--- config.mk ---
export PLATFORM = sky130hd
export DESIGN_NAME = frame_stream_merger
export DESIGN_NICKNAME = d
export VERILOG_FILES = /design/src/rtl/frame_stream_merger.sv
export SDC_FILE = /design/constraint.sdc
export NUM_CORES = 1
export LEC_CHECK = 0
export CORE_AREA = 4 4 137 139
export CTS_CLUSTER_SIZE = 14
export DETAILED_ROUTE_END_ITERATION = 16
export DIE_AREA = 0 0 141 143
export PLACE_DENSITY = 0.72
export SLEW_MARGIN = 20
export SYNTH_ARGS = -nofsm -noshare
export SYNTH_HDL_FRONTEND = slang
export SYNTH_SLANG_ARGS = --single-unit
--- constraint.sdc ---
create_clock -name CLK -period 3.8 [get_ports CLK]
set_input_delay 0.38 -clock CLK [delete_from_list [all_inputs] [get_ports CLK]]
set_output_delay 0.38 -clock CLK [all_outputs]
set_load 0.01 [all_outputs]
--- src/rtl/frame_stream_merger.sv ---
// Round-robin, frame-atomic merger of N_CHANNELS word streams into one registered output stream.
// Optional header channel tagging is enabled by defining FRAME_MERGER_CH_TAG_EN.
module frame_stream_merger #(
  parameter int N_CHANNELS        = 4,
  parameter int CH_WIDTH          = 2,
  parameter int DATA_WIDTH        = 64,
  parameter int MAX_FRAME_LENGTH  = 200,
  parameter int CHANNEL_ID_OFFSET = 0,
  parameter int TAG_LSB           = 48
) (
  input  logic                             CLK,
  input  logic                             RESET,
  input  logic [N_CHANNELS-1:0]            iVALID,
  output logic [N_CHANNELS-1:0]            oREADY,
  input  logic [N_CHANNELS*DATA_WIDTH-1:0] DIN,
  input  logic [N_CHANNELS-1:0]            iLAST,
  input  logic                             iREADY,
  output logic                             oVALID,
  output logic                             oLAST,
  output logic [DATA_WIDTH-1:0]            DOUT,
  output logic [CH_WIDTH-1:0]              oCHANNEL,
  output logic [15:0]                      TRUNC_CNT
);

  localparam int CntW = $clog2(MAX_FRAME_LENGTH + 1);
  localparam logic [CntW-1:0] MaxLen = CntW'(MAX_FRAME_LENGTH);
  localparam logic [0:0] IDLE   = 1'b0;
  localparam logic [0:0] LOCKED = 1'b1;

  if (N_CHANNELS < 1 || N_CHANNELS > 16 || (1 << CH_WIDTH) < N_CHANNELS) begin : gen_bad_ch
    $error("frame_stream_merger: bad N_CHANNELS/CH_WIDTH");
  end
  if (MAX_FRAME_LENGTH < 2 || CHANNEL_ID_OFFSET < 0 || TAG_LSB + 8 > DATA_WIDTH) begin : gen_bad_cfg
    $error("frame_stream_merger: bad frame length or tag configuration");
  end

  logic [0:0]            stateQ, stateD;
  logic [CH_WIDTH-1:0]   grantQ, grantD;
  logic [CH_WIDTH-1:0]   lastGrantQ, lastGrantD;
  logic [CntW-1:0]       cntQ, cntD;
  logic [15:0]           truncQ, truncD;
  logic                  outValidQ, outValidD;
  logic                  outLastQ, outLastD;
  logic [DATA_WIDTH-1:0] outDataQ, outDataD;
  logic [CH_WIDTH-1:0]   outChanQ, outChanD;

  logic                  curValid, curLast;
  logic [DATA_WIDTH-1:0] curData, wordOut;
  logic                  locked, slotFree, accept, atMax, frameEnd;
  logic [CntW-1:0]       cntInc;
  logic                  reqFound;
  logic [CH_WIDTH-1:0]   reqIdx;

  // Select the granted channel's inputs.
  always_comb begin
    curValid = 1'b0;
    curLast  = 1'b0;
    curData  = '0;
    for (int j = 0; j < N_CHANNELS; j++) begin
      if (grantQ == CH_WIDTH'(j)) begin
        curValid = iVALID[j];
        curLast  = iLAST[j];
        curData  = DIN[j*DATA_WIDTH +: DATA_WIDTH];
      end
    end
  end

  assign locked   = (stateQ == LOCKED);
  assign slotFree = !outValidQ | iREADY;
  assign accept   = locked & curValid & slotFree;
  assign cntInc   = cntQ + CntW'(1);
  assign atMax    = (cntInc == MaxLen);
  assign frameEnd = accept & (curLast | atMax);

  always_comb begin
    oREADY = '0;
    for (int j = 0; j < N_CHANNELS; j++) begin
      oREADY[j] = locked && (grantQ == CH_WIDTH'(j)) && slotFree;
    end
  end

  // Round-robin scan: distance i from the previous grant, first requester wins.
  always_comb begin
    reqFound = 1'b0;
    reqIdx   = '0;
    for (int i = 1; i <= N_CHANNELS; i++) begin
      for (int j = 0; j < N_CHANNELS; j++) begin
        if (!reqFound && iVALID[j] && (j == (int'(lastGrantQ) + i) % N_CHANNELS)) begin
          reqFound = 1'b1;
          reqIdx   = CH_WIDTH'(j);
        end
      end
    end
  end

`ifdef FRAME_MERGER_CH_TAG_EN
  logic [7:0] tagVal;
  always_comb begin
    tagVal  = 8'(int'(grantQ) + CHANNEL_ID_OFFSET);
    wordOut = curData;
    if (cntQ == '0) wordOut[TAG_LSB +: 8] = tagVal;
  end
`else
  assign wordOut = curData;
`endif

  always_comb begin
    stateD     = stateQ;
    grantD     = grantQ;
    lastGrantD = lastGrantQ;
    cntD       = cntQ;
    truncD     = truncQ;
    outValidD  = outValidQ;
    outLastD   = outLastQ;
    outDataD   = outDataQ;
    outChanD   = outChanQ;

    case (stateQ)
      IDLE: begin
        if (reqFound) begin
          grantD = reqIdx;
          cntD   = '0;
          stateD = LOCKED;
        end
      end
      LOCKED: begin
        if (accept) cntD = cntInc;
        if (frameEnd) begin
          stateD     = IDLE;
          lastGrantD = grantQ;
        end
      end
      default: stateD = IDLE;
    endcase

    if (accept && atMax && !curLast && truncQ != 16'hFFFF) truncD = truncQ + 16'd1;

    if (accept) begin
      outValidD = 1'b1;
      outLastD  = curLast | atMax;
      outDataD  = wordOut;
      outChanD  = grantQ;
    end else if (iREADY) begin
      outValidD = 1'b0;
    end
  end

  always_ff @(posedge CLK or posedge RESET) begin
    if (RESET) begin
      stateQ     <= IDLE;
      grantQ     <= '0;
      lastGrantQ <= CH_WIDTH'(N_CHANNELS - 1);
      cntQ       <= '0;
      truncQ     <= '0;
      outValidQ  <= 1'b0;
      outLastQ   <= 1'b0;
      outDataQ   <= '0;
      outChanQ   <= '0;
    end else begin
      stateQ     <= stateD;
      grantQ     <= grantD;
      lastGrantQ <= lastGrantD;
      cntQ       <= cntD;
      truncQ     <= truncD;
      outValidQ  <= outValidD;
      outLastQ   <= outLastD;
      outDataQ   <= outDataD;
      outChanQ   <= outChanD;
    end
  end

  assign oVALID    = outValidQ;
  assign oLAST     = outLastQ;
  assign DOUT      = outDataQ;
  assign oCHANNEL  = outChanQ;
  assign TRUNC_CNT = truncQ;

endmodule

==> results of run 1 <==
[state kept, by name, summed over array words and instances, names as in the netlist, 2 cells and up]
| register | cells |
|---|---|
| DOUT | 64 |
| TRUNC_CNT | 16 |
| cntQ | 8 |
| grantQ | 2 |
| lastGrantQ | 2 |
| oCHANNEL | 2 |
[through the flow]
step | instance area (um^2) | std cells | hold slack, ns | power (mW)
floorplan | 5640 | 530 | 0.451 | 3.59
global placement | 9420 | 1085 | 0.456 | 5.04
detailed placement | 9420 | 1085 | 0.461 | 5.11
CTS | 9760 | 1101 | 0.478 | 6.18
global route | 9760 | 1101 | 0.494 | 6.51
finish | 9760 | 1101 | 0.471 | 6.08
[worst reg2reg max path: cells and delay by family (launching register included)]
| kind | cells | cell delay, ns |
|---|---|---|
| buffers and inverters | 1 | 0.67 |
| DFF | 1 | 0.66 |
| muxes | 1 | 0.62 |
| and+or+nand+nor | 2 | 0.48 |
| AOI/OAI and AO/OA | 2 | 0.18 |
[report_power, final]
part	internal, mW	switching [mW]
Combinational	1.76	1.48
Sequential	1.45	0.330
Clock	0.661	0.396
[Yosys cell counts (all sizes together), types with 2 or more instances]
library cell	n	share of area, %
clkbuf	20	1.3
mux2	3	0.60
nand2b	2	0.22
and2	3	0.33
o21ai	16	1.4
dfstp	2	0.93
o41ai	2	0.31
xnor2	3	0.47
buf	14	1.0
xor2	13	2.0
a21oi	2	0.18
and4	2	0.31
mux4	66	26
nor3	8	1.2
o221ai	3	0.47
nor2	12	0.80
inv	9	0.60
ha	3	0.67
nand3	7	0.71
mux2i	2	0.35
dfrtp	95	42
nand2	220	15
nor4	5	0.55
and3	4	0.44
[how the worst min path moves through the flow]
stage,end,depth (start not counted)
6_report,DOUT[19],2
5_1_grt,DOUT[49],2
4_1_cts,DOUT[42],2
3_5_place_dp,DOUT[39],2
3_3_place_gp,DOUT[17],2
2_1_floorplan,cntQ[7],1
[layer usage]
layer	track usage, %	vias up
li1	-	2541
met1	23.5	2581
met2	35.5	182
met3	3.99	23
met4	5.51	0
met5	0	-
[final cells by class]
type                            count  share of cell area, %
Inverter                            9                  0.372
Multi-Input combinational cell    390                   31.3
Clock inverter                      5                   1.05
Clock buffer                       11                   2.49
Sequential cell                    97                   25.0
Timing Repair Buffer              360                   36.9
Tap cell                          229                   2.94
[kinds of logic (layout without fill, tap and decap cells)]
kind of cell | count (synthesis) | in the layout | share of synthesized area [%]
compound gates | 31 | 31 | 3.46
xor+xnor | 16 | 16 | 2.48
fa+ha+maj | 3 | 3 | 0.665
buf+inv | 43 | 385 | 2.97
flops | 97 | 97 | 43.1
mux | 71 | 71 | 27.3
simple gates | 269 | 269 | 20.1
==> impl_metrics.ini, run 1 <==
[clocking]
tritoncts.num_buffers = 9
cts_tree = yes
htree_num_levels = 3
numClockSinks = 97
cts_buffer_depth = 2
cts_root_buffer = clkbuf_16
clkLatencyLatePin_ns = 0.34
post_cts_buffers = 0
clk_pin_slew_worst_paths_ns = 0.07
cts.hold.buffers_added = 0
post_cts_resize_count = 0

[sta]
finish_stage_setup_viols = 0
slew_headroom_pct = 33.2
rsz0062_at_grt = false
fmaxAchievable_mhz = 323
timing.final.max_slew_violations = 0
final.setup.worst_slack_ns = 0.706
worst_clock_skew_ns = 0.00619
period_needed_ns = 3.09
worst-slew-pin-transition_ns = 1.00
final_min_period_over_clock_period_pct = 81.4
timing.setup.tns_ns = 0
final-hold-violation-count = 0

[floorplan]
boundaryPins = 355
fp.coreArea_mm2 = 0.0177
initial_utilization_pct = 32.0
area_of_the_die_mm2 = 0.0202
std_cell_rows = 49
die_x_um = 141
die_h_um = 143

[setup_path]
critical_path.startpoint_type = flip-flop
critPathMaxFanout = 57
critical-path-max-stage-delay_ns = 0.83
critical_path.n_buffers_inverters = 2
setup.reg_to_reg.worst_slack_ns = 1.09
timing.critical_path.to = oREADY[3]
reg2regPathDepth = 6
crit_chain = buf_4 -> and3_1 -> clkdlybuf4s50_1
cp.required_ns = 3.42
crit_family = buffers and inverters
rr_startpoint = grantQ[0]
slowest_stage = buf_4
timing.critical_path.arrival_ns = 2.71
timing.setup.critical_path_class = flip-flop to output port
critical_path.startpoint = grantQ[0]
regToRegEndpoint = cntQ[5]
cp-end-kind = output port
path_depth = 3

[drt]
vias = 5327
initialDrtViolationCount = 238
dr_wl_met2_um = 11000
routed_wirelength_um = 20300
detailroute.wirelength.met3_um = 1140
routed_via_density = 4.84
drt_pass1_iterations = 4
detail_route.wl_per_cell_um = 18.4
drc = 0
drt.antenna.violating_nets = 0
wl_met1_um = 7810
topRoutingLayerUsed = met4

[global_route]
grt_pass1_vias = 5503
antenna_violations_before_repair = 0
grt_start_max_net_pins = 79
overflow_after_grt = 0
aggregate_global_route_resource_usage_pct = 19.5
grt_pass1_wl_um = 30400

[logic_synthesis]
synth_fp_nets = 800
synth_edf_count = 0
syn_area_mm2 = 0.00564
ys_types = 41
avg_inst_size_synth_um2 = 10.6
seq_area_frac_synth_pct = 43.1
ys.warnings.count = 0
postSynth.topFlopCell = dfrtp_1
synth_seq_cells = 97
async_flop_share_pct = 100
gate_count_after_technology_mapping = 530

[place]
post-place-ws_ns = 0.894
detailed_place_hpwl_um = 16200
routabilityCongestion = 0.840
port_buffers = 354

[finish]
final_common_cell = clkdlybuf4s50_1
post_route_cells_drive_above_1_share_pct = 11.9
flow.area_growth_from_synthesis_pct = 73.0
antennaDiodeCount = 0
layout.area.seq_mm2 = 0.00244
fin_util_pct = 55.3
num-nets-final = 1137
commonest_non_fill_non_tap_cells_in_the_layout = clkdlybuf4s50_1, nand2_1, dfrtp_1
area_of_combinational_cells_with_multiple_inputs_mm2 = 0.00305
fillCellCount = 1588

[run]
maxCapViolCount = 0

[power]
leakagePower_nw = 4.15
power_density_mw_per_mm2 = 623
worst_vdd_rail_ir_drop_v = 0.000329

[hold_path]
hp-start = DOUT[19]
classification_of_the_worst_slack_hold_path = flip-flop to flip-flop

[outcome]
status = finished clean
(Power assumes the default switching activity.)
==> run 2: changes to the inputs <==
--- a/config.mk
+++ b/config.mk
@@ -5,11 +5,11 @@
 export SDC_FILE = /design/constraint.sdc
 export NUM_CORES = 1
 export LEC_CHECK = 0
-export CORE_AREA = 4 4 137 139
+export CORE_MARGIN = 4
+export CORE_UTILIZATION = 34
 export CTS_CLUSTER_SIZE = 14
 export DETAILED_ROUTE_END_ITERATION = 16
-export DIE_AREA = 0 0 141 143
-export PLACE_DENSITY = 0.72
+export PLACE_DENSITY = 0.78
 export SLEW_MARGIN = 20
 export SYNTH_ARGS = -nofsm -noshare
 export SYNTH_HDL_FRONTEND = slang
==> constraint.sdc (replaced) <==
create_clock -name CLK -period 2.69 [get_ports CLK]
set_input_delay 0.269 -clock CLK [delete_from_list [all_inputs] [get_ports CLK]]
set_output_delay 0.269 -clock CLK [all_outputs]
set_load 0.01 [all_outputs]
==> run 2 against run 1 <==
Net effect: setup slack worse by 0.50 ns; clock-buffer cell count rose by 2; flip-flop and latch count unchanged; design area increased by 0.74%; power increased by 41%; wire length barely moved; via count is 0.94% higher; critical path type is now flip-flop to flip-flop.
==> impl_metrics.ini, run 2 (synthesized netlist as in run 1, its figures left out) <==
[outcome]
status = finished clean

[clocking]
clk_pin_slew_worst_paths_ns = 0.06
post_cts_resize_count = 0
cts.hold.buffers_added = 0
post_cts_buffers = 0
tritoncts.num_buffers = 9
clkLatencyLatePin_ns = 0.34
htree_num_levels = 3
cts_buffer_depth = 2
cts_tree = yes
cts_root_buffer = clkbuf_16
numClockSinks = 97

[global_route]
grt_pass1_vias = 5682
grt_start_max_net_pins = 70
antenna_violations_before_repair = 2
overflow_after_grt = 0
aggregate_global_route_resource_usage_pct = 21.2
grt_pass1_wl_um = 30300

[finish]
flip_flop_count_of_the_largest_register_after_layout = 64
fillCellCount = 1331
final_cells = 1098
cell_area_after_layout_mm2 = 0.00983
fin_util_pct = 61.2
flow.area_growth_from_synthesis_pct = 74.3
commonest_non_fill_non_tap_cells_in_the_layout = clkdlybuf4s50_1, nand2_1, dfrtp_1
final_common_cell = clkdlybuf4s50_1
num-nets-final = 1147
post_route_cells_drive_above_1_share_pct = 12.8

[place]
port_buffers = 354
routabilityCongestion = 0.872
place_inst = 1082
post-place-ws_ns = 0.0617
detailed_place_hpwl_um = 16400
dpl-instance-area_mm2 = 0.00950

[floorplan]
boundaryPins = 355
area_of_the_die_mm2 = 0.0187
initial_utilization_pct = 35.1
die_x_um = 137
std_cell_rows = 46
fp.coreArea_mm2 = 0.0161
die_h_um = 137

[setup_path]
cp-end-kind = flip-flop
timing.setup.critical_path_class = flip-flop to flip-flop
critPathMaxFanout = 11
critical-path-max-stage-delay_ns = 0.56
critical_path.startpoint_type = flip-flop
timing.critical_path.arrival_ns = 2.75
cp.required_ns = 2.95
slowest_stage = or3b_1
crit_chain = mux4_2 -> nand3_4 -> a211oi_1 -> or3b_1 -> nor4_1 -> xor2_1

[sta]
hold_slack_ns = 0.370
finish_stage_setup_viols = 0
timing.setup.tns_ns = 0
fmaxAchievable_mhz = 402
final-hold-violation-count = 0
worst-slew-pin-transition_ns = 0.731
final_min_period_over_clock_period_pct = 92.5
timing.final.max_slew_violations = 0
period_needed_ns = 2.49
final.setup.worst_slack_ns = 0.202
slew_headroom_pct = 51.3
rsz0062_at_grt = false
worst_clock_skew_ns = 0.00552

[power]
power_switching_mw = 3.08
seq_power_share_pct = 28.1
internal_power_mw = 5.48
worst_vdd_rail_ir_drop_v = 0.000370
power.switching_fraction_pct = 36.0
power_mw = 8.57
gate_power_share_pct = 55.5
power_density_mw_per_mm2 = 871
p_clk_share_pct = 16.4
leakagePower_nw = 4.20

[run]
maxCapViolCount = 0

[drt]
drc = 0
drt.antenna.violating_nets = 0
initialDrtViolationCount = 314
routed_via_density = 4.90
detail_route.wl_per_cell_um = 18.5
routed_wirelength_um = 20300
drt_pass1_iterations = 5
vias = 5377

[hold_path]
classification_of_the_worst_slack_hold_path = input port to asynchronous set/reset pin
[run 2: worst paths after layout]
kind                            slack, ns  cells after the start       from             to
worst max-delay path                 0.20                      6  grantQ[0]  TRUNC_CNT[15]
worst min-delay path                 0.37                      2      RESET  TRUNC_CNT[14]
worst max register to register       0.20                      6  grantQ[0]  TRUNC_CNT[15]
worst min register to register       0.47                      2   DOUT[38]       DOUT[38]
max in group asynchronous            1.65                      3      RESET  lastGrantQ[0]
min in group CLK                     0.47                      2   DOUT[38]       DOUT[38]
[run 2: cell type report]
type | instances | area [um^2] | area share, %
repair buffers | 370 | 3700 | 37.6
well taps | 216 | 270 | 2.75
clock buffers | 13 | 270 | 2.75
diodes | 1 | 2.50 | 0.0254
inverters | 9 | 37.5 | 0.382
multi-input cells | 390 | 3050 | 31.1
flip-flops and latches | 97 | 2440 | 24.8
clock inverters | 2 | 60.1 | 0.611
[run 2: critical path, delay by kind of cell, from the launching register on]
| kind | cells | cell delay, ns |
|---|---|---|
| simple gates | 3 | 1.03 |
| flops | 1 | 0.53 |
| mux | 1 | 0.43 |
| xor+xnor | 1 | 0.21 |
| compound gates | 1 | 0.20 |
[run 2: routing by layer]
layer	GRT usage, %	wire length, um
met5	0	13
met3	4.30	1250
met2	38.7	11000
met1	25.0	7650
met4	6.71	378
[run 2: power groups by stage]
stage | Combinational, mW | Clock (mW) | Sequential, mW
after floorplan | 2.47 | 0 | 2.60
after global placement | 4.76 | 0 | 2.41
after detailed placement | 4.84 | 0 | 2.43
after CTS | 4.85 | 1.44 | 2.41
after global routing | 5.17 | 1.50 | 2.49
final | 4.75 | 1.41 | 2.41
==> run 3: changes to the inputs <==
--- a/config.mk
+++ b/config.mk
@@ -5,11 +5,11 @@
 export SDC_FILE = /design/constraint.sdc
 export NUM_CORES = 1
 export LEC_CHECK = 0
-export CORE_MARGIN = 4
-export CORE_UTILIZATION = 34
+export CORE_AREA = 2 2 136 138
 export CTS_CLUSTER_SIZE = 14
 export DETAILED_ROUTE_END_ITERATION = 16
-export PLACE_DENSITY = 0.78
+export DIE_AREA = 0 0 138 140
+export PLACE_DENSITY = 0.74
 export SLEW_MARGIN = 20
 export SYNTH_ARGS = -nofsm -noshare
 export SYNTH_HDL_FRONTEND = slang
==> run 3 against run 2 <==
Net effect: global-route usage shrank 1.7 points; cell count grew 1.0%; flip-flop and latch count is the same; sequential power is essentially flat; clock-buffer cell count shrank 4; worst hold slack gained 0.033 ns; non-clock buffer count shrank 2; design area shrank 0.57%; sequential share of layout area grew 0.14 points; first-iteration DRC count shrank 47%; critical endpoint is now oREADY[3]; largest power group unchanged.
==> impl_metrics.ini, run 3 (synthesized netlist as in run 1, its figures left out) <==
[outcome]
status = finished clean

[drt]
vias = 5349
wl_met1_um = 7870
topRoutingLayerUsed = met4
routed_via_density = 4.82
routed_wirelength_um = 19200
detail_route.wl_per_cell_um = 17.3
drc = 0
drt.antenna.violating_nets = 0
dr_wl_met2_um = 10000
initialDrtViolationCount = 166
detailroute.wirelength.met3_um = 908
drt_pass1_iterations = 4

[finish]
final_common_cell = clkdlybuf4s50_1
cell_area_after_layout_mm2 = 0.00978
flip_flop_count_of_the_largest_register_after_layout = 64
commonest_non_fill_non_tap_cells_in_the_layout = clkdlybuf4s50_1, nand2_1, dfrtp_1
post_route_cells_drive_above_1_share_pct = 12.8
final_cells = 1109
antennaDiodeCount = 0
num-nets-final = 1145
flow.area_growth_from_synthesis_pct = 73.3

[setup_path]
critical_path.startpoint_type = flip-flop
timing.critical_path.arrival_ns = 2.17
critical_path.startpoint = grantQ[1]
critPathMaxFanout = 29
timing.setup.critical_path_class = flip-flop to output port
cp.required_ns = 2.42
cp-end-kind = output port
rr_startpoint = grantQ[1]

[sta]
timing.setup.tns_ns = 0
final_min_period_over_clock_period_pct = 90.8
timing.final.max_slew_violations = 0
period_needed_ns = 2.44
worst-slew-pin-transition_ns = 0.615
final-hold-violation-count = 0
worst_clock_skew_ns = 0.0142
final.setup.worst_slack_ns = 0.247
slew_headroom_pct = 59.0
rsz0062_at_grt = false
fmaxAchievable_mhz = 409
finish_stage_setup_viols = 0

[global_route]
grt_start_max_net_pins = 98
grt_pass1_wl_um = 30000
overflow_after_grt = 0
grt_pass1_vias = 5617
antenna_violations_before_repair = 0
aggregate_global_route_resource_usage_pct = 19.5

[floorplan]
die_h_um = 140
std_cell_rows = 49
boundaryPins = 355
area_of_the_die_mm2 = 0.0193
fp.coreArea_mm2 = 0.0178
die_x_um = 138
initial_utilization_pct = 31.7

[clocking]
post_cts_resize_count = 0
clkLatencyLatePin_ns = 0.35
htree_num_levels = 3
clk_pin_slew_worst_paths_ns = 0.08
cts_tree = yes
numClockSinks = 97
cts.hold.buffers_added = 0
cts_root_buffer = clkbuf_16
post_cts_buffers = 0
tritoncts.num_buffers = 9
cts_buffer_depth = 2

[place]
detailed_place_hpwl_um = 14900
port_buffers = 354
post-place-ws_ns = 0.0868
dpl-instance-area_mm2 = 0.00949
place_inst = 1093
routabilityCongestion = 0.814

[power]
power_density_mw_per_mm2 = 860
leakagePower_nw = 4.17
worst_vdd_rail_ir_drop_v = 0.000414

[hold_path]
classification_of_the_worst_slack_hold_path = input port to asynchronous set/reset pin

[run]
maxCapViolCount = 0
[run 3: cell count changes in the layout (fill, tap and decap cells not counted), moves of 2 or more]
| cell | before | now |
|---|---|---|
| clkbuf_8 | 3 | 0 |
| clkinv_4 | 0 | 3 |
| bufinv_16 | 2 | 0 |
| inv_8 | 0 | 2 |
[run 3: cell type report]
cell class,count,area (um^2)
well taps,229,287
clock buffers,9,225
multi-input cells,390,3050
flip-flops and latches,97,2440
repair buffers,368,3670
inverters,9,37.5
clock inverters,7,62.6
fillers,1550,8000
[run 3: metal layers]
layer | vias up | track usage [%]
li1 | 2552 | -
met1 | 2574 | 24.0
met3 | 26 | 3.38
met2 | 197 | 34.7
met5 | - | 0
met4 | 0 | 6.39
[run 3: metrics by stage]
stage | util [%] | power, mW | hold WS, ns
global placement | 53.4 | 7.15 | 0.456
detailed placement | 53.4 | 7.24 | 0.461
finish | 55.0 | 8.41 | 0.403
global route | 55.0 | 8.98 | 0.487
floorplan | - | 5.07 | 0.451
CTS | 55.0 | 8.54 | 0.447
[run 3: worst max-delay path, cell delays in order (launching register included)]
cell	delay, ns
dfrtp_4	0.62
buf_4	0.43
and3_1	0.22
clkdlybuf4s50_1	0.54
[run 3: report_power, final]
group | internal, mW | switching [mW]
sequential | 2.05 | 0.390
combinational | 2.54 | 2.16
clock | 0.648 | 0.627
total | 5.24 | 3.18
[run 3: final timing paths]
check	cells after the start	endpoint	slack, ns
setup / recovery	3	oREADY[3]	0.25
hold / removal	3	TRUNC_CNT[11]	0.40
setup reg to reg	7	TRUNC_CNT[13]	0.28
hold reg to reg	2	DOUT[2]	0.47
max in group asynchronous	3	grantQ[0]	1.79
min in group CLK	2	DOUT[2]	0.47
